<file path="src/rtl/xbar_pkg.sv">
// Shared types for the crossbar master/slave protocol: command record, initiator FSM states.
// No logic; no latency; no backpressure.
// Imported by master_cmd_fifo and master_initiator.
package xbar_pkg;

    typedef struct packed {
        logic        wr;
        logic [31:0] addr;
        logic [31:0] wdata;
    } xbar_cmd_t;

    typedef enum logic [1:0] {
        IDLE      = 2'd0,
        REQ       = 2'd1,
        WAIT_RESP = 2'd2
    } mstr_state_e;

    // Read data returned when a read is abandoned by the watchdog.
    localparam logic [31:0] DEADBEEF = 32'hDEAD_BEEF;

endpackage

</file>
<file path="src/rtl/m_s_ifc.sv">
// Crossbar master/slave link: the master drives req/addr/cmd/wdata, the slave answers with ack/rdata/resp.
// Wires only; no latency.
// Flow control is req/ack: the master holds req until it samples ack.
interface m_s_ifc;

    logic        req;
    logic [31:0] addr;
    logic        cmd;
    logic [31:0] wdata;
    logic        ack;
    logic [31:0] rdata;
    logic        resp;

    modport master_port (
        output req, addr, cmd, wdata,
        input  ack, rdata, resp
    );

    modport slave_port (
        input  req, addr, cmd, wdata,
        output ack, rdata, resp
    );

endinterface

</file>
<file path="src/rtl/master_cmd_fifo.sv">
// Registered command FIFO; head is visible combinationally on pop_dat.
// Latency: a push is visible at the head one cycle later.
// Backpressure: full while count==DEPTH; push+pop together is accepted even when full.
module master_cmd_fifo
    import xbar_pkg::*;
#(
    parameter int DEPTH = 4
) (
    input  logic                     clk,
    input  logic                     reset_n,
    input  logic                     push,
    input  xbar_cmd_t                push_dat,
    input  logic                     pop,
    output xbar_cmd_t                pop_dat,
    output logic                     full,
    output logic                     empty,
    output logic [$clog2(DEPTH):0]   count
);

    localparam int AW = $clog2(DEPTH);

    xbar_cmd_t       mem_q [DEPTH];
    logic [AW-1:0]   wptr_q, wptr_d;
    logic [AW-1:0]   rptr_q, rptr_d;
    logic [AW:0]     count_q, count_d;
    logic            do_push, do_pop;

    assign full    = (count_q == (AW+1)'(DEPTH));
    assign empty   = (count_q == '0);
    assign do_pop  = pop && !empty;
    assign do_push = push && (!full || do_pop);
    assign pop_dat = mem_q[rptr_q];
    assign count   = count_q;

    // DEPTH is a power of two, so the pointers wrap by plain overflow.
    always_comb begin
        wptr_d  = wptr_q;
        rptr_d  = rptr_q;
        count_d = count_q;
        if (do_push) wptr_d = wptr_q + 1'b1;
        if (do_pop)  rptr_d = rptr_q + 1'b1;
        if (do_push && !do_pop)      count_d = count_q + 1'b1;
        else if (do_pop && !do_push) count_d = count_q - 1'b1;
    end

    always_ff @(posedge clk) begin
        if (do_push) mem_q[wptr_q] <= push_dat;
    end

    always_ff @(posedge clk) begin
        if (!reset_n) begin
            wptr_q  <= '0;
            rptr_q  <= '0;
            count_q <= '0;
        end else begin
            wptr_q  <= wptr_d;
            rptr_q  <= rptr_d;
            count_q <= count_d;
        end
    end

endmodule

</file>
<file path="src/rtl/master_initiator.sv">
// Crossbar initiator: queues host commands and runs them one at a time on m_s_ifc (MASTER_TIMEOUT_EN adds a watchdog).
// Latency: req rises one cycle after the push; read data returns one cycle after resp is sampled.
// Backpressure: cmd_ready drops while the command FIFO is full; the bus side waits on ack/resp.
module master_initiator
    import xbar_pkg::*;
#(
    parameter int FIFO_DEPTH     = 4,
    parameter int TIMEOUT_CYCLES = 256
) (
    input  logic         clk,
    input  logic         reset_n,
    input  logic         cmd_valid,
    output logic         cmd_ready,
    input  logic         cmd_wr,
    input  logic [31:0]  cmd_addr,
    input  logic [31:0]  cmd_wdata,
    output logic         rsp_valid,
    output logic [31:0]  rsp_data,
    output logic         rsp_err,
    output logic         busy,
    m_s_ifc.master_port  master_ifc
);

    if (FIFO_DEPTH < 2 || (FIFO_DEPTH & (FIFO_DEPTH - 1)) != 0 || TIMEOUT_CYCLES < 2) begin : g_bad_param
        $error("master_initiator: FIFO_DEPTH must be a power of two >= 2 and TIMEOUT_CYCLES >= 2");
    end

    mstr_state_e                   state_q, state_d;
    logic                          req_q, req_d;
    logic [31:0]                   addr_q, addr_d;
    logic                          cmd_q, cmd_d;
    logic [31:0]                   wdata_q, wdata_d;
    logic                          rsp_valid_q, rsp_valid_d;
    logic [31:0]                   rsp_data_q, rsp_data_d;

    xbar_cmd_t                     fifo_in, fifo_head;
    logic                          fifo_push, fifo_pop, fifo_full, fifo_empty;
    logic [$clog2(FIFO_DEPTH):0]   fifo_count;

`ifdef MASTER_TIMEOUT_EN
    localparam int WDW = $clog2(TIMEOUT_CYCLES + 1);
    logic [WDW-1:0]                wd_q, wd_d;
    logic                          rsp_err_q, rsp_err_d;
`endif

    assign fifo_in   = '{wr: cmd_wr, addr: cmd_addr, wdata: cmd_wdata};
    assign cmd_ready = !fifo_full;
    assign fifo_push = cmd_valid && cmd_ready;

    master_cmd_fifo #(.DEPTH(FIFO_DEPTH)) u_fifo (
        .clk      (clk),
        .reset_n  (reset_n),
        .push     (fifo_push),
        .push_dat (fifo_in),
        .pop      (fifo_pop),
        .pop_dat  (fifo_head),
        .full     (fifo_full),
        .empty    (fifo_empty),
        .count    (fifo_count)
    );

    always_comb begin
        state_d     = state_q;
        req_d       = req_q;
        addr_d      = addr_q;
        cmd_d       = cmd_q;
        wdata_d     = wdata_q;
        rsp_valid_d = 1'b0;
        rsp_data_d  = rsp_data_q;
        fifo_pop    = 1'b0;
`ifdef MASTER_TIMEOUT_EN
        rsp_err_d   = 1'b0;
        wd_d        = '0;
`endif
        case (state_q)
            IDLE: begin
                if (!fifo_empty) begin
                    fifo_pop = 1'b1;
                    addr_d   = fifo_head.addr;
                    cmd_d    = fifo_head.wr;
                    wdata_d  = fifo_head.wdata;
                    req_d    = 1'b1;
                    state_d  = REQ;
                end
            end
            REQ: begin
                // req must fall on the ack edge or the slave would take the command twice.
                if (master_ifc.ack) begin
                    req_d = 1'b0;
                    if (cmd_q) begin
                        state_d = IDLE;
                    end else if (master_ifc.resp) begin
                        rsp_valid_d = 1'b1;
                        rsp_data_d  = master_ifc.rdata;
                        state_d     = IDLE;
                    end else begin
                        state_d = WAIT_RESP;
                    end
                end
            end
            WAIT_RESP: begin
                if (master_ifc.resp) begin
                    rsp_valid_d = 1'b1;
                    rsp_data_d  = master_ifc.rdata;
                    state_d     = IDLE;
                end
            end
            default: begin
                req_d   = 1'b0;
                state_d = IDLE;
            end
        endcase
`ifdef MASTER_TIMEOUT_EN
        if ((state_q == REQ || state_q == WAIT_RESP) && state_d == state_q) begin
            if (wd_q == WDW'(TIMEOUT_CYCLES - 1)) begin
                req_d       = 1'b0;
                state_d     = IDLE;
                rsp_valid_d = 1'b1;
                rsp_err_d   = 1'b1;
                rsp_data_d  = cmd_q ? 32'h0 : DEADBEEF;
            end else begin
                wd_d = wd_q + 1'b1;
            end
        end
`endif
    end

    always_ff @(posedge clk) begin
        if (!reset_n) begin
            state_q     <= IDLE;
            req_q       <= 1'b0;
            addr_q      <= '0;
            cmd_q       <= 1'b0;
            wdata_q     <= '0;
            rsp_valid_q <= 1'b0;
            rsp_data_q  <= '0;
`ifdef MASTER_TIMEOUT_EN
            rsp_err_q   <= 1'b0;
            wd_q        <= '0;
`endif
        end else begin
            state_q     <= state_d;
            req_q       <= req_d;
            addr_q      <= addr_d;
            cmd_q       <= cmd_d;
            wdata_q     <= wdata_d;
            rsp_valid_q <= rsp_valid_d;
            rsp_data_q  <= rsp_data_d;
`ifdef MASTER_TIMEOUT_EN
            rsp_err_q   <= rsp_err_d;
            wd_q        <= wd_d;
`endif
        end
    end

    assign master_ifc.req   = req_q;
    assign master_ifc.addr  = addr_q;
    assign master_ifc.cmd   = cmd_q;
    assign master_ifc.wdata = wdata_q;
    assign rsp_valid        = rsp_valid_q;
    assign rsp_data         = rsp_data_q;
    assign busy             = (fifo_count != '0) || (state_q != IDLE);
`ifdef MASTER_TIMEOUT_EN
    assign rsp_err          = rsp_err_q;
`else
    assign rsp_err          = 1'b0;
`endif

endmodule

</file>
<file path="src/flat_wrapper.sv">
// flat-port wrapper written by rule: the top's interface ports become plain ports
module master_initiator_flat import xbar_pkg::*;
#(
    parameter int FIFO_DEPTH     = 4,
    parameter int TIMEOUT_CYCLES = 256
)
  (clk, reset_n, cmd_valid, cmd_ready, cmd_wr, cmd_addr, cmd_wdata, rsp_valid, rsp_data, rsp_err, busy, master_ifc_req, master_ifc_addr, master_ifc_cmd, master_ifc_wdata, master_ifc_ack, master_ifc_rdata, master_ifc_resp);
  m_s_ifc master_ifc_i ();
  input  logic clk;
  input  logic reset_n;
  input  logic cmd_valid;
  output logic cmd_ready;
  input  logic cmd_wr;
  input  logic [31:0] cmd_addr;
  input  logic [31:0] cmd_wdata;
  output logic rsp_valid;
  output logic [31:0] rsp_data;
  output logic rsp_err;
  output logic busy;
  output wire logic [$bits(master_ifc_i.req)-1:0] master_ifc_req;
  output wire logic [$bits(master_ifc_i.addr)-1:0] master_ifc_addr;
  output wire logic [$bits(master_ifc_i.cmd)-1:0] master_ifc_cmd;
  output wire logic [$bits(master_ifc_i.wdata)-1:0] master_ifc_wdata;
  input wire logic [$bits(master_ifc_i.ack)-1:0] master_ifc_ack;
  input wire logic [$bits(master_ifc_i.rdata)-1:0] master_ifc_rdata;
  input wire logic [$bits(master_ifc_i.resp)-1:0] master_ifc_resp;
  assign master_ifc_req = master_ifc_i.req;
  assign master_ifc_addr = master_ifc_i.addr;
  assign master_ifc_cmd = master_ifc_i.cmd;
  assign master_ifc_wdata = master_ifc_i.wdata;
  assign master_ifc_i.ack = master_ifc_ack;
  assign master_ifc_i.rdata = master_ifc_rdata;
  assign master_ifc_i.resp = master_ifc_resp;
  master_initiator #(.FIFO_DEPTH(FIFO_DEPTH), .TIMEOUT_CYCLES(TIMEOUT_CYCLES)) u_core (.clk(clk), .reset_n(reset_n), .cmd_valid(cmd_valid), .cmd_ready(cmd_ready), .cmd_wr(cmd_wr), .cmd_addr(cmd_addr), .cmd_wdata(cmd_wdata), .rsp_valid(rsp_valid), .rsp_data(rsp_data), .rsp_err(rsp_err), .busy(busy), .master_ifc(master_ifc_i));
endmodule
</file>
<file path="config.mk">
export PLATFORM = sky130hd
export DESIGN_NAME = master_initiator_flat
export DESIGN_NICKNAME = d
export VERILOG_FILES = /design/src/rtl/xbar_pkg.sv /design/src/rtl/m_s_ifc.sv /design/src/rtl/master_cmd_fifo.sv /design/src/rtl/master_initiator.sv /design/src/flat_wrapper.sv
export SDC_FILE = /design/constraint.sdc
export NUM_CORES = 1
export LEC_CHECK = 0
export CORE_AREA = 2 2 144 146
export CTS_BUF_LIST = sky130_fd_sc_hd__clkbuf_16
export CTS_CLUSTER_SIZE = 24
export DETAILED_ROUTE_END_ITERATION = 8
export DIE_AREA = 0 0 146 148
export DONT_BUFFER_PORTS = 1
export PLACE_DENSITY = 0.83
export SLEW_MARGIN = 15
export SYNTH_ARGS = -nofsm -noshare
export SYNTH_HDL_FRONTEND = slang
export SYNTH_SLANG_ARGS = --single-unit
export TNS_END_PERCENT = 20
</file>
<file path="constraint.sdc">
create_clock -name clk -period 6.25 [get_ports clk]
set_clock_uncertainty 0.1 [all_clocks]
set_input_delay 1.875 -clock clk [delete_from_list [all_inputs] [get_ports clk]]
set_output_delay 1.875 -clock clk [all_outputs]
set_load 0.005 [all_outputs]
</file>
* Word-level counts from Yosys, hierarchy flattened
Memory sizes are Yosys's and may differ from the RTL's. A register that Yosys moved wholly into a read port is not among the register bits. Cells that the tools add are included.
Storage, ports and cells: register bits after elaboration 43, memory bits (writable) 260, bits of input ports 102, output and inout port bits 102, logic and storage cells 66, memories kept 1
Cells by class: add/subtract/negate cells 4, equality and inequality tests 7, multiplexer cells 23, bitwise operators 2, reductions and logical operators 22
Memory list:
- u_core.u_fifo.mem_q | depth 4, width 65, rd ports 1, clocked after Yosys merged registers in 1, write ports 1, RTL line master_cmd_fifo.sv:22 | xbar_cmd_t mem_q [DEPTH];
Operators with widths (number):
- 32-bit 2-to-1 mux | 3
- 32-bit case mux with 2 select lines | 1
- 2-bit 2-to-1 mux | 5
- 1-bit 2-to-1 mux | 9
- 3-bit AND reduction | 3
- 2-bit != test, second input constant | 4
- 3-bit 2-to-1 mux | 2
- 2-bit case mux with 3 select lines | 1
- 2-bit nonzero test | 3
- 1-bit logical AND | 5
- 1-bit logical NOT | 5
- 2-bit by 1-bit adder with 2-bit output, second input constant | 2
- 3-bit by 1-bit adder with 3-bit output, second input constant | 1
- 3-bit equality test, second input constant | 1
- 3-bit logical NOT | 1
- 1-bit case mux with 3 select lines | 1
- 3-bit nonzero test | 1
- 3-bit by 1-bit subtractor with 3-bit output, second input constant | 1
- 2-bit by 1-bit equality test with 1-bit output, second input constant | 1
- 2-bit equality test, second input constant | 1
- 2-bit logical NOT | 1
- 1-bit logical OR | 2
- 1-bit NOT | 2
- 1-bit case mux with 2 select lines | 1
- 2-bit AND reduction | 1

* Longest topological paths before layout
Gate-level depths: netlist of the first run.
depth in word-level cells 10, gate-level depth with buffers 9, depth with buffers taken out 9

* Hierarchy
From an unflattened synthesis of the first run, not the netlist that was laid out.
Unflattened totals: cell total of the unflattened synthesis 844, area total of the unflattened synthesis 13895.8 µm²
Modules (own cells, without submodules):
- master_cmd_fifo | instances 1, cells each 387, area an instance 9910.8 µm², seq. area each 7987.7 µm²
- master_initiator | instances 1, cells each 457, area an instance 3985.1 µm², seq. area each 2021.9 µm²

* Worst setup path before layout of the first run
No wires, ideal clock.
path type input port to flip-flop, start point input cmd_valid, end point memory u_core.u_fifo.mem_q[0][0] (netlist name), enable pin, library setup time 0.430 ns, data arrival time 3.442 ns, data required time 5.720 ns, path slack 2.278 ns, stages on the path 1, path buffers 0, cells stage by stage and3_1
On the way: word-level cells in the longest chain between the ends 4
Ends and longest elaborated chain:
- start, declared | RTL line flat_wrapper.sv:11 | input logic cmd_valid;
- 1-bit logical AND | RTL line master_initiator.sv:48 | assign fifo_push = cmd_valid && cmd_ready;
- 1-bit logical AND | RTL line master_cmd_fifo.sv:31 | assign do_push = push && (!full || do_pop);
- 1-bit 2-to-1 mux | RTL line master_cmd_fifo.sv:47 | if (do_push) mem_q[wptr_q] <= push_dat;
- 1-bit 2-to-1 mux (not written as such) | RTL line master_cmd_fifo.sv:47
- end, declared | RTL line master_cmd_fifo.sv:22
No other way between the ends.

* Worst setup path after layout of the first run
start point register u_core.u_fifo.count_q[2], in the netlist u_core.u_fifo.count[2], end point output cmd_ready
On the way: word-level cells in the longest chain between the ends 2
Ends and longest elaborated chain:
- start, declared | RTL line master_cmd_fifo.sv:25 | logic [AW:0] count_q, count_d;
- start signal, assigned | RTL line master_cmd_fifo.sv:58 | count_q <= count_d;
- 3-bit equality test | RTL line master_cmd_fifo.sv:28 | assign full = (count_q == (AW+1)'(DEPTH));
- 1-bit logical NOT | RTL line master_initiator.sv:47 | assign cmd_ready = !fifo_full;
- end, declared | RTL line flat_wrapper.sv:12 | output logic cmd_ready;
No other way between the ends.

==> results.ini, run 1 <==
[logic_synthesis]
yosysUniqueCellTypes = 39
synth_edf_count = 260
postSynthAreaPerCell_um2 = 19.0
synth_warnings = 0
synth.cell_area_um2 = 13300
seq_area_frac_synth_pct = 75.0
synth_ff_type = edfxtp_1
synth_nets = 812
synth_largest_type_area_fraction_pct = 58.7
async_reset_ff_share_pct = 0
ys_seq_elements = 368
post_synth_most_frequent_cells = edfxtp_1, dfxtp_1, nand2_1, a22o_1, mux4_2
yosys.area.top_type = edfxtp_1
yosysMostFrequentCell = edfxtp_1
syn-instance-count = 701
post_synth_main_area_contributors = edfxtp_1, dfxtp_1, mux4_2

[placed_design]
placed_area_um2 = 13400
globalplace.congestion = 0.788
buffer_ports.inserted = 0
dpl.hpwl_um = 14000
dp_cells = 933

[pwr]
power_frac_seq_pct = 51.4
totalPowerFinal_uw = 6510
leakage_power_uw = 0.00488
internal_power_uw = 4800
power.share.switching_pct = 26.2
pwr_density_cell_nw_per_um2 = 444
netSwitchingPower_uw = 1700
clkPwrFrac_pct = 32.6
vdd_drop_max_v = 0.000469
share_comb_of_total_power_pct = 15.9

[clock_tree]
tritoncts = yes
cts-root-buf = clkbuf_16
tritoncts_num_sinks = 368
worstSkewPairLatency_ns = 0.50
cts_htree_levels = 2
deepest_clock_path_buffer_count = 3
cts_buffers = 36
holdBufCountCts = 0
post_cts.resized_instances = 0
postCtsSetupBuffers = 0
clk_pin_slew_ns = 0.06

[setup_path]
timing.critical_path.from_type = register
cpLargestDelayFamily = flip-flops
cp.arrival_ns = 1.62
crit_path_cell_trace = nor3b_1 > inv_1
worst_ep_required_time_ns = 4.28
crit_path_max_fanout = 7
critical_path_class = reg -> out
timing.critical_path.buf_inv = 1
critPathCaptureType = primary output
critPathSlowestCell = dfxtp_1
slowest_stage_delay_cp_ns = 0.46

[global_routing]
grt_antenna_before_repair = 0
grt_overflow_total = 0
grt_max_degree = 72
grt_first_pass_wirelength_um = 38100
first_global_vias = 6798
grt.total_usage_pct = 23.1

[die]
chipHeight_um = 148
fp.dieW_um = 146
floorplan.rows = 52
die_area_um2 = 21600
ios = 204
core_area_um2 = 20000
initial_core_util_pct = 66.4

[drt]
drt-pass1-iter-count = 6
detailed_route_drc_error_count = 0
detailroute.via_count = 6284
dr.first_iter.drc_count = 351
drt-vias-per-instance = 6.28
total_detailed_routing_wirelength_um = 24600
post_drt_antenna_nets = 0
wire_per_inst_um = 24.6

[timing]
maximum_operating_frequency_mhz = 278
tightest_slew_ns = 1.06
maxSlewViolCount = 0
grt_setup_unrepaired = false
finalHoldWorstSlack_ns = 0.378
setup_viol = 0
final-hold-violation-count = 0
relSlewSlack_pct = 29.1
fin_tns_setup_ns = 0
layout_worst_path_cycle_share_pct = 57.5
finalWorstPathRequiredPeriod_ns = 3.59

[final_layout]
area_delta_synth_final_pct = 10.2
share_of_final_layout_standard_cells_stronger_than_drive_strength_1_pct = 17.9
nets_finish = 813
number_of_standard_cells_in_the_layout_taps_in_and_fillers_out = 1000
antenna_diode_count = 0
multi_input_comb_area_um2 = 3060
regArea_um2 = 9980
final.fill_count = 1175
stdcell_area_um2 = 14600

[run]
cap_violations = 0

[worst_hold_path]
min-delay-path-class = reg -> reg

[status]
status = finished clean

-- cell usage in the layout, fill, tap and decap left out, types with 3 or more instances in the layout --
master       n
nand3_1      3
nand2_1     66
bufinv_16    4
clkbuf_16   38
dfxtp_1    106
mux2i_1     34
clkinv_1     5
buf_4        3
and3_4       4
mux4_2      65
a22o_1      65
o21ai_0      3
inv_1       19
ha_1         8
nor2_1       5
clkinv_2     7
xor2_1       4
a21oi_1      4
edfxtp_1   260
-- metal layers --
metal	vias up	track usage [%]	wire length (µm)
met5	-	0	0
met2	282	40.1	12600
li1	2766	-	-
met1	3197	27.5	9080
met4	0	7.82	600
met3	39	7.72	2280
-- final timing paths --
check                                                          start                                       to  slack, ns  cells after the start
worst min register to register       u_core.rsp_data[1]$_SDFFE_PN0P_          u_core.rsp_data[1]$_SDFFE_PN0P_       0.38                      2
worst max-delay path             u_core.u_fifo.count[2]$_SDFFE_PN0P_                                cmd_ready       2.66                      2
worst min-delay path                 u_core.rsp_data[1]$_SDFFE_PN0P_          u_core.rsp_data[1]$_SDFFE_PN0P_       0.38                      2
worst max register to register  u_core.u_fifo.rptr_q[0]$_SDFFE_PN0P_  u_core.master_ifc.wdata[1]$_SDFFE_PN0P_       3.73                      3
-- cell families (layout without fill, tap and decap cells) --
kind of cell,Yosys count,in the layout,synth area share (%)
compound gates,80,80,5.15
xor+xnor,4,4,0.263
fa+ha+maj,9,9,0.903
buf+inv,51,80,2.29
flops,368,368,75.0
mux,99,99,13.6
other cells,1,1,0.0282
simple gates,89,89,2.82
-- power groups by stage --
stage / Combinational [µW] / Sequential [µW] / Clock [µW]
after global placement: 987 / 3370 / 0
after global routing: 1120 / 3390 / 2260
after CTS: 1040 / 3350 / 2160
after detailed placement: 1030 / 3400 / 0
final: 1040 / 3350 / 2120
after floorplan: 968 / 3200 / 0
-- worst min-delay path, cell delays in order (launching register included) --
cell and delay, ns:
dfxtp_1 0.32, nand2_1 0.06, mux2i_1 0.05
-- registers in the layout, indices dropped and copies added, names as in the netlist, 2 cells and up --
| name | cells |
|---|---|
| u_core.master_ifc.addr | 32 |
| u_core.u_fifo.mem_q | 260 |
| u_core.u_fifo.wptr_q | 2 |
| u_core.rsp_data | 32 |
| u_core.state_q | 2 |
| u_core.u_fifo.rptr_q | 2 |
| u_core.u_fifo.count | 3 |
| u_core.master_ifc.wdata | 32 |
-- per-stage QoR --
step,worst slack [ns],util (%)
after floorplan,2.28,-
after global placement,2.67,67.0
after detailed placement,2.61,67.0
after CTS,2.65,73.0
after global routing,2.56,73.1
final,2.66,73.1
-- final cells by class --
class	count	area share (%)
flip-flops and latches	368	68.1
inverters	10	0.256
well taps	270	2.31
repair buffers	4	0.342
multi-input cells	282	20.9
clock inverters	28	1.61
clock buffers	38	6.49
(Power assumes the default switching activity.)
==> run 2: changes to the inputs <==
CORE_AREA = 2 2 158 160   (was 2 2 144 146)
DIE_AREA = 0 0 160 162   (was 0 0 146 148)
PLACE_DENSITY = 0.73   (was 0.83)
clock period = 3.02 ns   (was 6.25 ns; I/O delays follow)
==> results.ini, run 2 (synthesis gave the netlist of run 1 again) <==
[timing]
tightest_slew_ns = 0.577
final.setup.worst_slack_ns = 0.317
final-hold-violation-count = 0
finalWorstPathRequiredPeriod_ns = 2.70
fin_tns_setup_ns = 0
layout_worst_path_cycle_share_pct = 89.5
relSlewSlack_pct = 61.5
grt_setup_unrepaired = false
setup_viol = 0
maximum_operating_frequency_mhz = 370
maxSlewViolCount = 0

[clock_tree]
tritoncts = yes
clk_pin_slew_ns = 0.06
post_cts.resized_instances = 0
cts_htree_levels = 2
tritoncts_num_sinks = 368
postCtsSetupBuffers = 0
deepest_clock_path_buffer_count = 3
cts_buffers = 38
worstSkewPairLatency_ns = 0.52
cts-root-buf = clkbuf_16
holdBufCountCts = 0

[setup_path]
r2r_cells = 9
critPathCaptureType = primary output
cpLargestDelayFamily = flip-flops
timing.critical_path.buf_inv = 1
worst_ep_required_time_ns = 2.01
cp.arrival_ns = 1.70
crit_path_max_fanout = 7
cp_num_cells = 2
critical_path_class = reg -> out
slowest_stage_delay_cp_ns = 0.45
timing.critical_path.from_type = register
critPathSlowestCell = dfxtp_1
crit_path_cell_trace = nor3b_1 > inv_1

[final_layout]
utilization_pct = 62.1
area_delta_synth_final_pct = 12.6
mostFrequentLayoutCells = edfxtp_1, dfxtp_1, nand2_1
largest_register_ff_count = 260
share_of_final_layout_standard_cells_stronger_than_drive_strength_1_pct = 19.1
antenna_diode_count = 0
stdcell_area_um2 = 15000
most_flops_register = u_core.u_fifo.mem_q
number_of_standard_cells_in_the_layout_taps_in_and_fillers_out = 1066
nets_finish = 823
mostFrequentLayoutCell = edfxtp_1

[die]
die_area_um2 = 25900
ios = 204
core_area_um2 = 24100
chipHeight_um = 162
initial_core_util_pct = 55.2
floorplan.rows = 57
fp.dieW_um = 160

[drt]
dr.first_iter.drc_count = 421
drt-pass1-iter-count = 4
post_drt_antenna_nets = 0
detailroute.via_count = 6260
detailed_route_drc_error_count = 0
drt-vias-per-instance = 5.87
wire_per_inst_um = 23.0
total_detailed_routing_wirelength_um = 24600

[placed_design]
dpl.hpwl_um = 14600
placed_area_um2 = 13700
pre_cts_slack_ns = 0.434
dp_cells = 996
buffer_ports.inserted = 0
globalplace.congestion = 0.775

[run]
cap_violations = 0

[global_routing]
grt_max_degree = 72
grt_antenna_before_repair = 0
grt_overflow_total = 0
grt_first_pass_wirelength_um = 38200
grt.total_usage_pct = 19.2
first_global_vias = 6767

[worst_hold_path]
number_of_stages_on_the_worst_hold_path = 2
min-delay-path-class = reg -> reg

[pwr]
leakage_power_uw = 0.00500
vdd_drop_max_v = 0.000732
pwr_density_cell_nw_per_um2 = 923

[status]
status = finished clean

run 2: cell count changes in the layout (fill, tap and decap cells not counted):
cell / before / now
buf_16: 1 / 0
clkinvlp_4: 1 / 0
buf_12: 0 / 9
clkbuf_16: 38 / 40
inv_1: 19 / 20
inv_2: 1 / 0
bufinv_16: 4 / 5
inv_6: 0 / 1
inv_16: 0 / 1
run 2: area by class of cell:
class,count,area (µm²)
Fill cell,1722,9140
Tap cell,324,405
Clock inverter,30,287
Inverter,10,37.5
Clock buffer,40,1000
Sequential cell,368,9980
Multi-Input combinational cell,282,3060
Timing Repair Buffer,12,203
run 2: layer usage:
metal | share of wire [%] | global-route usage, % | vias to the layer above
met1 | 38 | 22.8 | 3183
met3 | 8.7 | 6.31 | 41
met4 | 2.4 | 6.47 | 0
met5 | 0 | 0 | -
met2 | 51 | 33.4 | 239
li1 | - | - | 2797
run 2: worst paths after layout:
check                                                    startpoint  slack (ns)                                  end
worst max-delay path            u_core.u_fifo.count[2]$_SDFFE_PN0P_        0.32                            cmd_ready
worst min register to register      u_core.rsp_data[9]$_SDFFE_PN0P_        0.38      u_core.rsp_data[9]$_SDFFE_PN0P_
worst min-delay path                u_core.rsp_data[9]$_SDFFE_PN0P_        0.38      u_core.rsp_data[9]$_SDFFE_PN0P_
worst max register to register       u_core.state_q[0]$_SDFFE_PN0P_        0.58  u_core.u_fifo.count[2]$_SDFFE_PN0P_
run 2: worst min-delay path: stages, from the launching register on:
cell,delay (ns)
dfxtp_1,0.32
nand2_1,0.05
mux2i_1,0.05
run 2: stage by stage:
stage | power [µW] | hold slack [ns]
after detailed placement | 9280 | 0.368
after CTS | 14000 | 0.360
after global placement | 9180 | 0.361
final | 13800 | 0.378
after global routing | 14400 | 0.357
after floorplan | 8630 | 0.351
run 2: power by group:
part	total (µW)	switching (µW)	internal (µW)	leakage, µW
clock network	4680	1840	2840	0.000673
logic	2360	1170	1190	0.00106
registers	6780	579	6200	0.00327
==> patch (config.mk and constraints of run 2) <==
Re-encode `mstr_state_e` (3 states) as one-hot, 3 bits wide.
--- a/src/rtl/xbar_pkg.sv
+++ b/src/rtl/xbar_pkg.sv
@@ -10,8 +10,8 @@
     } xbar_cmd_t;
 
-    typedef enum logic [1:0] {
-        IDLE      = 2'd0,
-        REQ       = 2'd1,
-        WAIT_RESP = 2'd2
+    typedef enum logic [2:0] {
+        IDLE      = 3'b001,
+        REQ       = 3'b010,
+        WAIT_RESP = 3'b100
     } mstr_state_e;
 
Check against the original RTL: no difference found for any inputs over 4 cycles, from zero or initial values and one cycle with reset_n low; so few cycles prove little.
==> patch against run 2 <==
- routed wire length is 17% higher
- non-clock buffer count is 13 higher
- power is 4.2% higher
- global-route usage is 3.2 points higher
- first-iteration DRC count is 77% higher
- sequential cell count is 1 higher
- cell area is 7.2% higher
- area after synthesis is 9.0% higher
- setup slack better by 0.16 ns
- critical path type unchanged
- highest routed layer unchanged
==> patch: results (changes against run 2) <==
Run status
  • Outcome: completed

Global routing
  • Largest net degree at the start of global routing: 200 (+180%)
  • Global Route met1 Usage: 0.259 (+0.0313)
  • First-pass GRT wire length: 44,900 um (+18%)

Finish
  • Register area: 10000 sq um (+0.20%)
  • Clock network share of area: 0.0745 (-0.0115)
  • # clk buffers: 39 (-2.5%)
  • Sequential cell count: 369 (+0.27%)
  • Final #Nets: 967 (+17%)
  • Inverters: 8 (-2)
  • Share of cells above drive strength 1: 0.224 (+0.0325)
  • Non-clock buffers: 25 (+13)

Power and ir drop
  • Total power: 14.4 mW (+4.2%)
  • Combinational power share: 0.209 (+0.038)

Detailed routing
  • DRT iter0 DRCs: 746 (+77%)
  • Met2 routed WL: 14,800 um (+18%)
  • Pre-antenna DRT Iters: 5 (+1)
  • Metal3 WL: 2930 um (+37%)
  • WL/cell: 23.8 um (+3.2%)

Logic synthesis
  • Synth Area in XOR/XNOR: 0.00121 (-0.00143)
  • Post-synthesis mux area share: 0.102 (-0.0333)
  • Seq/Total Area, Yosys: 0.689 (-0.0604)
  • Mapped Nets: 982 (+21%)
  • Area contributors post-synth: edfxtp_1 54%, dfxtp_1 15%, mux4_2 10%

Placed design
  • HPWL after detailed placement: 17,900 um (+22%)

Critical path
  • Arrival time worst endpoint: 1.54 ns (-0.16 ns)
patch: worst reg2reg max path, cell delays in order (launching register included):
cell	delay (ns)
dfxtp_1	0.50
or3b_4	0.47
nor2_4	0.14
inv_1	0.05
ha_1	0.20
inv_1	0.09
fa_1	0.19
xor2_1	0.08
or3_1	0.31
a21oi_1	0.15
patch: path summary, 6_finish.rpt:
kind,from,endpoint,slack (ns),cells past startpoint
worst max-delay path,u_core.u_fifo.count[0],cmd_ready,0.48,2
worst min-delay path,cmd_addr[12],u_core.u_fifo.mem_q[0][44],0.37,0
worst max register to register,u_core.state_q[0],u_core.u_fifo.count[2],0.67,9
worst min register to register,u_core.master_ifc.wdata[29],u_core.master_ifc.wdata[29],0.38,2
patch: per-stage QoR:
step                      instance area, sq um  instances
after floorplan                          14500        874
after CTS                                16000       1213
final                                    16000       1213
after global routing                     16000       1213
after global placement                   14900       1143
after detailed placement                 14900       1143
